**src/rtl/id_ex_stage.sv**
```systemverilog
// ID/EX pipeline register: holds one decoded instruction, forwards EX/MEM and
// MEM/WB results into its operands, and drives the ALU. Define ID_EX_SKID_EN for a skid entry.
module id_ex_stage #(
    parameter int XLEN   = 32,
    parameter int REG_AW = 5
) (
    input  logic              clk,
    input  logic              rst,
    input  logic              flush,
    input  logic              in_valid,
    output logic              in_ready,
    input  logic [REG_AW-1:0] in_rs1_addr,
    input  logic [REG_AW-1:0] in_rs2_addr,
    input  logic [XLEN-1:0]   in_rs1_val,
    input  logic [XLEN-1:0]   in_rs2_val,
    input  logic [XLEN-1:0]   in_imm,
    input  logic              in_use_imm,
    input  logic [REG_AW-1:0] in_rd_addr,
    input  logic [3:0]        in_alu_ctrl,
    input  logic              fwd_mem_we,
    input  logic [REG_AW-1:0] fwd_mem_rd,
    input  logic [XLEN-1:0]   fwd_mem_data,
    input  logic              fwd_wb_we,
    input  logic [REG_AW-1:0] fwd_wb_rd,
    input  logic [XLEN-1:0]   fwd_wb_data,
    output logic              out_valid,
    input  logic              out_ready,
    output logic [XLEN-1:0]   src_a,
    output logic [XLEN-1:0]   src_b,
    output logic [3:0]        alu_ctrl,
    output logic [REG_AW-1:0] out_rd_addr,
    output logic [XLEN-1:0]   out_rs2_val
);

    typedef struct packed {
        logic [REG_AW-1:0] rs1_addr;
        logic [REG_AW-1:0] rs2_addr;
        logic [REG_AW-1:0] rd_addr;
        logic [XLEN-1:0]   rs1_val;
        logic [XLEN-1:0]   rs2_val;
        logic [XLEN-1:0]   imm;
        logic              use_imm;
        logic [3:0]        alu_ctrl;
    } entry_t;

`ifdef ID_EX_SKID_EN
    localparam int NOPS = 4;
`else
    localparam int NOPS = 2;
`endif

    entry_t            main_reg, main_next, in_entry;
    logic              main_valid_reg, main_valid_next;
    logic              in_fire, out_fire, stalled;
    logic [REG_AW-1:0] op_addr [NOPS];
    logic [XLEN-1:0]   op_held [NOPS];
    logic [XLEN-1:0]   op_fwd  [NOPS];

    assign in_entry = '{rs1_addr: in_rs1_addr, rs2_addr: in_rs2_addr, rd_addr: in_rd_addr,
                        rs1_val: in_rs1_val, rs2_val: in_rs2_val, imm: in_imm,
                        use_imm: in_use_imm, alu_ctrl: in_alu_ctrl};

    assign in_fire  = in_valid & in_ready;
    assign out_fire = main_valid_reg & out_ready;
    assign stalled  = main_valid_reg & ~out_ready;

    assign op_addr[0] = main_reg.rs1_addr;
    assign op_held[0] = main_reg.rs1_val;
    assign op_addr[1] = main_reg.rs2_addr;
    assign op_held[1] = main_reg.rs2_val;

    // MEM beats WB; x0 reads as zero whatever is held or forwarded.
    generate
        for (genvar gi = 0; gi < NOPS; gi++) begin : g_fwd
            assign op_fwd[gi] = (op_addr[gi] == '0) ? '0 :
                                (fwd_mem_we && fwd_mem_rd == op_addr[gi]) ? fwd_mem_data :
                                (fwd_wb_we && fwd_wb_rd == op_addr[gi]) ? fwd_wb_data :
                                op_held[gi];
        end
    endgenerate

`ifdef ID_EX_SKID_EN
    entry_t skid_reg, skid_next;
    logic   skid_valid_reg, skid_valid_next;
    logic   in_ready_reg;

    assign op_addr[2] = skid_reg.rs1_addr;
    assign op_held[2] = skid_reg.rs1_val;
    assign op_addr[3] = skid_reg.rs2_addr;
    assign op_held[3] = skid_reg.rs2_val;

    always_comb begin
        main_next       = main_reg;
        main_valid_next = main_valid_reg;
        skid_next       = skid_reg;
        skid_valid_next = skid_valid_reg;
        if (stalled) begin
            main_next.rs1_val = op_fwd[0];
            main_next.rs2_val = op_fwd[1];
        end
        if (skid_valid_reg) begin
            skid_next.rs1_val = op_fwd[2];
            skid_next.rs2_val = op_fwd[3];
        end
        // in_ready is low whenever the skid is occupied, so these cases are exclusive.
        if (out_fire && skid_valid_reg) begin
            main_next       = skid_next;
            skid_valid_next = 1'b0;
        end else if (in_fire && stalled) begin
            skid_next       = in_entry;
            skid_valid_next = 1'b1;
        end else if (in_fire) begin
            main_next       = in_entry;
            main_valid_next = 1'b1;
        end else if (out_fire) begin
            main_valid_next = 1'b0;
        end
        if (flush) begin
            main_valid_next = 1'b0;
            skid_valid_next = 1'b0;
        end
    end

    always_ff @(posedge clk or posedge rst) begin
        if (rst) begin
            skid_valid_reg <= 1'b0;
            skid_reg       <= '0;
            in_ready_reg   <= 1'b1;
        end else begin
            skid_valid_reg <= skid_valid_next;
            skid_reg       <= skid_next;
            in_ready_reg   <= ~skid_valid_next;
        end
    end

    assign in_ready = in_ready_reg;
`else
    always_comb begin
        main_next       = main_reg;
        main_valid_next = main_valid_reg;
        if (stalled) begin
            main_next.rs1_val = op_fwd[0];
            main_next.rs2_val = op_fwd[1];
        end
        if (in_fire) begin
            main_next       = in_entry;
            main_valid_next = 1'b1;
        end else if (out_fire) begin
            main_valid_next = 1'b0;
        end
        if (flush) main_valid_next = 1'b0;
    end

    assign in_ready = ~main_valid_reg | out_ready;
`endif

    always_ff @(posedge clk or posedge rst) begin
        if (rst) begin
            main_valid_reg <= 1'b0;
            main_reg       <= '0;
        end else begin
            main_valid_reg <= main_valid_next;
            main_reg       <= main_next;
        end
    end

    assign out_valid   = main_valid_reg;
    assign src_a       = op_fwd[0];
    assign out_rs2_val = op_fwd[1];
    assign src_b       = main_reg.use_imm ? main_reg.imm : op_fwd[1];
    assign alu_ctrl    = main_reg.alu_ctrl;
    assign out_rd_addr = main_reg.rd_addr;

endmodule

```
**config.mk**
```make
export PLATFORM = sky130hd
export DESIGN_NAME = id_ex_stage
export DESIGN_NICKNAME = d
export VERILOG_FILES = /design/src/rtl/id_ex_stage.sv
export SDC_FILE = /design/constraint.sdc
export NUM_CORES = 1
export LEC_CHECK = 0
export ABC_AREA = 1
export CORE_ASPECT_RATIO = 0.9
export CORE_MARGIN = 4
export CORE_UTILIZATION = 41
export CTS_CLUSTER_SIZE = 24
export DETAILED_ROUTE_END_ITERATION = 8
export GPL_TIMING_DRIVEN = 0
export PLACE_DENSITY = 0.74
export SLEW_MARGIN = 20
export SYNTH_ARGS = -nofsm -noshare
export SYNTH_HDL_FRONTEND = slang
export SYNTH_SLANG_ARGS = --single-unit
```
**constraint.sdc**
```tcl
create_clock -name clk -period 5.3 [get_ports clk]
set_clock_uncertainty 0.1 [all_clocks]
set_input_delay 0.795 -clock clk [delete_from_list [all_inputs] [get_ports clk]]
set_output_delay 0.795 -clock clk [all_outputs]
set_load 0.01 [all_outputs]
```
# Yosys cells after proc, flatten, opt, wreduce, memory -nomap -nowiden
# Index checks and enable logic that the tools add are counted.
# totals
reg_bits,117
output_inout_bits,107
inputBits,197
word_cells,39
# classes
reduce_logical,8
bitwise,6
n_eq_ne,4
n_mux,12
# op_table
operator,count
$mux W32,7
$mux W101,1
$mux W64,1
$eq A5 B5 Y1,4
$logic_not A5 Y1,2
$logic_and A1 B1 Y1,4
$and A1 B1 Y1,3
$mux W1,3
$reduce_bool A3 Y1,1
$not A1 Y1,2
$reduce_bool A2 Y1,1
$or A1 B1 Y1,1

# Longest topological paths before layout
# logic_depth
ltp_word,7
ltp_mapped,10
mapped_depth_nobuf,9

# Worst setup path after synthesis
# No wires, ideal clock.
# synth_timing
path_type,input to output
start,in fwd_wb_rd[3]
end,out src_b[2]
t_required_ps,4405
path_buffers,1
path_stages,8
slack_ps,2659
arrival_ps,1746
path_cell_list,inv_1 o21ai_0 nor2_4 buf_2 nand3_1 nand3_2 nand3_1 nand2_1
# synth_via
elab_chain_len,6
# synth_rtl
element,line,rtl
start: declaration,24,"input logic [REG_AW-1:0] fwd_wb_rd,"
$eq A5 B5 Y1,77,(fwd_wb_we && fwd_wb_rd == op_addr[gi]) ? fwd_wb_data :
$logic_and A1 B1 Y1,77,
$mux W32,77,
$mux W32,76,(fwd_mem_we && fwd_mem_rd == op_addr[gi]) ? fwd_mem_data :
$mux W32,75,assign op_fwd[gi] = (op_addr[gi] == '0) ? '0 :
$mux W32,170,assign src_b = main_reg.use_imm ? main_reg.imm : op_fwd[1];
end: declaration,29,"output logic [XLEN-1:0] src_b,"
# No other way between the ends.

# Final worst setup path
# layout_timing
start,in fwd_wb_rd[2]
end,out src_a[4]
# layout_via
elab_chain_len,5
# layout_rtl
element,line,rtl
$eq A5 B5 Y1,77,
$logic_and A1 B1 Y1,77,
$mux W32,77,
$mux W32,76,
$mux W32,75,
end: declaration,28,"output logic [XLEN-1:0] src_a,"
# No other way between the ends.

==> parameters.txt <==
Parameter                              Value

Outcome
  Run status ... completed

Drt
  Number of nets with antenna violations after routing ... 0
  Vias ... 9,685
  Wirelength per Cell ... 17.8 um
  Drt drc ... 0
  Routed vias/inst ... 5.07
  DRC violation total after the first TritonRoute iteration ... 965
  First-pass DRT Iterations ... 6
  Wire length reported by the detailed router ... 34.0 mm

Final layout
  Growth of design area from synthesis to finish ... 47.2%
  Finished layout cell area ... 12,400 um2
  Register Area ... 2930 um2
  Multi-input combinational cell area ... 4410 um2
  Max FFs per register ... 107
  Final core occ ... 61.6%
  Fraction of layout cells with a size suffix above 1 ... 9.27%
  Fill count ... 1,903
  Total Nets Final ... 1,836

Setup path
  Critical Path Slowest Stage Cell ... clkdlybuf4s50_1
  Crit-path cells ... clkdlybuf4s50_1 > inv_1 > nor2_1 > inv_1 > nand2_1 > nor2_1 > buf_2 > nand3_1 > nand3_1 > nand2_1 > inv_1 > clkdlybuf4s50_1
  Sort of element at the start of the critical path ... primary input
  Kind of end point of the critical path ... primary output
  Crit path max-delay family ... buffers and inverters
  Critical path's largest stage delay ... 0.54 ns
  Number of buffer and inverter instances along the worst setup path ... 6
  Endpoint arrival time on the critical path ... 3.36 ns
  Crit Path Class ... primary input to primary output
  Peak fanout along the critical path ... 10
  CP most frequent cell ... inv_1
  Required time of the worst setup path ... 4.41 ns

Global routing
  GRT Residual Overflow ... 0
  Initial antenna violation count ... 4
  Maximum number of pins on one net before global-route repair ... 73
  Number of global-route vias before repair ... 9,291
  Global-route wire length before repair ... 51.5 mm
  Overall track demand over capacity in global routing ... 29.0%

Clock network
  Insertion delay of the later-clocked pin in the worst-skew pair ... 0.43 ns
  Clock tree root buffer cell ... clkbuf_16
  Count of buffers added by post-CTS timing repair for setup ... 0
  Clock Pin Slew Worst Setup and Hold Paths ... 0.06 ns
  Buffers from clock root to sink, at most ... 2
  TritonCTS clock tree ... built
  CTS Hold Bufs ... 0
  Number of H-tree levels ... 4
  Count of instances resized after the clock tree is built ... 0
  Number of CTS-inserted buffers ... 17
  Number of clock sinks seen by CTS ... 117

Die
  Effective utilization at floorplan ... 41.8%
  Standard-cell row count ... 49
  Die width ... 159 um
  Vert. Die Dim ... 144 um
  Die area ... 22,800 um2
  Top-level port count ... 304
  Floorplan core area ... 20,000 um2

Worst hold path
  HP Class ... flop to flop

STA
  Transition time of the tightest slew-check pin ... 0.720 ns
  Setup repair after global routing missed its margin ... false
  Max-Slew Margin vs Limit ... 51.8%
  Highest achievable clock rate ... 235 MHz
  Fin Setup TNS ... 0 ns
  Final worst path period share ... 80.4%
  Number of hold violations in the final report ... 0
  # setup viols final ... 0
  Worst Setup Slack, final ... 1.04 ns
  Final critical path time including I/O delays and setup ... 4.26 ns
  Max-slew violation total from the final report ... 0

Placement
  Final HPWL from detailed placement ... 26.8 mm
  Setup slack at placement ... 1.12 ns
  Number of buffer cells added on primary ports ... 303
  Dpl cell area ... 11,800 um2
  Global placer's final weighted congestion ... 0.930

Synth
  Netlist cell types ... 19
  Yosys Warn Count ... 0
  Count of mapped cells out of synthesis ... 1,316
  Cell type with the highest aggregate area in the netlist ... dfrtp_1
  Proportion of netlist area held by the largest area contributor ... 34.9%
  Net count after synthesis ... 1,513
  Summed instance area of the synthesized netlist ... 8390 um2
  Number of flip-flops and latches in the synthesized netlist ... 117
  Average instance area after synthesis ... 6.37 um2
  Synth area leaders ... dfrtp_1 (35%), nand2_1 (20%), nand3_1 (17%)
  Sequential-to-total area share from yosys stat ... 34.9%

Run
  Max-cap violations ... 0

Power
  Power density cells ... 279 nW/um2
  Leakage power ... 6.44 nW
  Peak supply drop ... 0.184 mV
-- stage by stage --
stage	hold WS [ns]	total power (W)	instances
2_1_floorplan	0.379	0.00168	1316
3_3_place_gp	0.387	0.00228	1874
3_5_place_dp	0.393	0.00230	1875
4_1_cts	0.407	0.00345	1906
5_1_grt	0.415	0.00362	1910
6_report	0.405	0.00344	1910
-- logic make-up (layout without fill, tap and decap cells) --
kind of cell / Yosys count / in the layout / synth area share [%]
buffers and inverters: 241 / 576 / 12.5
AO/OA/AOI/OAI: 15 / 15 / 0.895
other: 0 / 4 / 0
multiplexers: 41 / 41 / 5.50
AND/OR/NAND/NOR: 902 / 902 / 46.2
flip-flops: 117 / 117 / 34.9
-- report_power, final --
group,switching [W],total (W),internal (W)
Sequential,0.0000680,0.00108,0.00101
Combinational,0.000623,0.00122,0.000596
Clock,0.000494,0.00115,0.000656
-- layout by cell type (no fill, tap or decap), drive strengths merged --
cell,n
a21oi,14
clkinv,3
dfrtp,117
mux2,41
inv,163
clkdlybuf4s50,303
buf,61
bufinv,1
clkbuf,43
nand2,446
diode,4
o21ai,1
nor3,2
clkinvlp,2
nor2,158
nand3,296
-- final cells by class --
cell class              instances  share of cell area, %
diodes                          4                 0.0810
plain buffers                  86                   3.77
clock buffers                  17                   3.44
clock inverters                14                   1.13
inverters                     155                   4.77
multi-input cells             958                   35.7
flip-flops and latches        117                   23.7
well taps                     255                   2.58
repair buffers                304                   24.8
-- Yosys cell counts (all sizes together) --
master	instances
mux2	41
buf	60
nand3	296
nor3	2
nor2	158
a21oi	14
dfrtp	117
inv	155
o21ai	1
nand2	446
clkbuf	26
-- per-layer routing --
metal	track usage, %	wire length, um
met1	39.4	14800
met2	45.9	15400
met3	6.83	2930
met4	10.0	817
met5	0	0
-- final timing paths --
| check | startpoint | end | slack (ns) | depth (start not counted) |
|---|---|---|---|---|
| setup / recovery | fwd_wb_rd[2] | src_a[4] | 1.04 | 12 |
| hold / removal | main_reg[22]$_DFFE_PP0P_ | main_reg[22]$_DFFE_PP0P_ | 0.40 | 1 |
| setup reg to reg | main_reg[115]$_DFFE_PP0P_ | main_reg[83]$_DFFE_PP0P_ | 3.04 | 7 |
| hold reg to reg | main_reg[22]$_DFFE_PP0P_ | main_reg[22]$_DFFE_PP0P_ | 0.40 | 1 |
| max in group asynchronous | rst | main_reg[70]$_DFFE_PP0P_ | 3.73 | 3 |
| min in group asynchronous | rst | out_rd_addr[2]$_DFFE_PP0P_ | 0.66 | 2 |
Note: power is estimated with default switching activity, not from simulation.
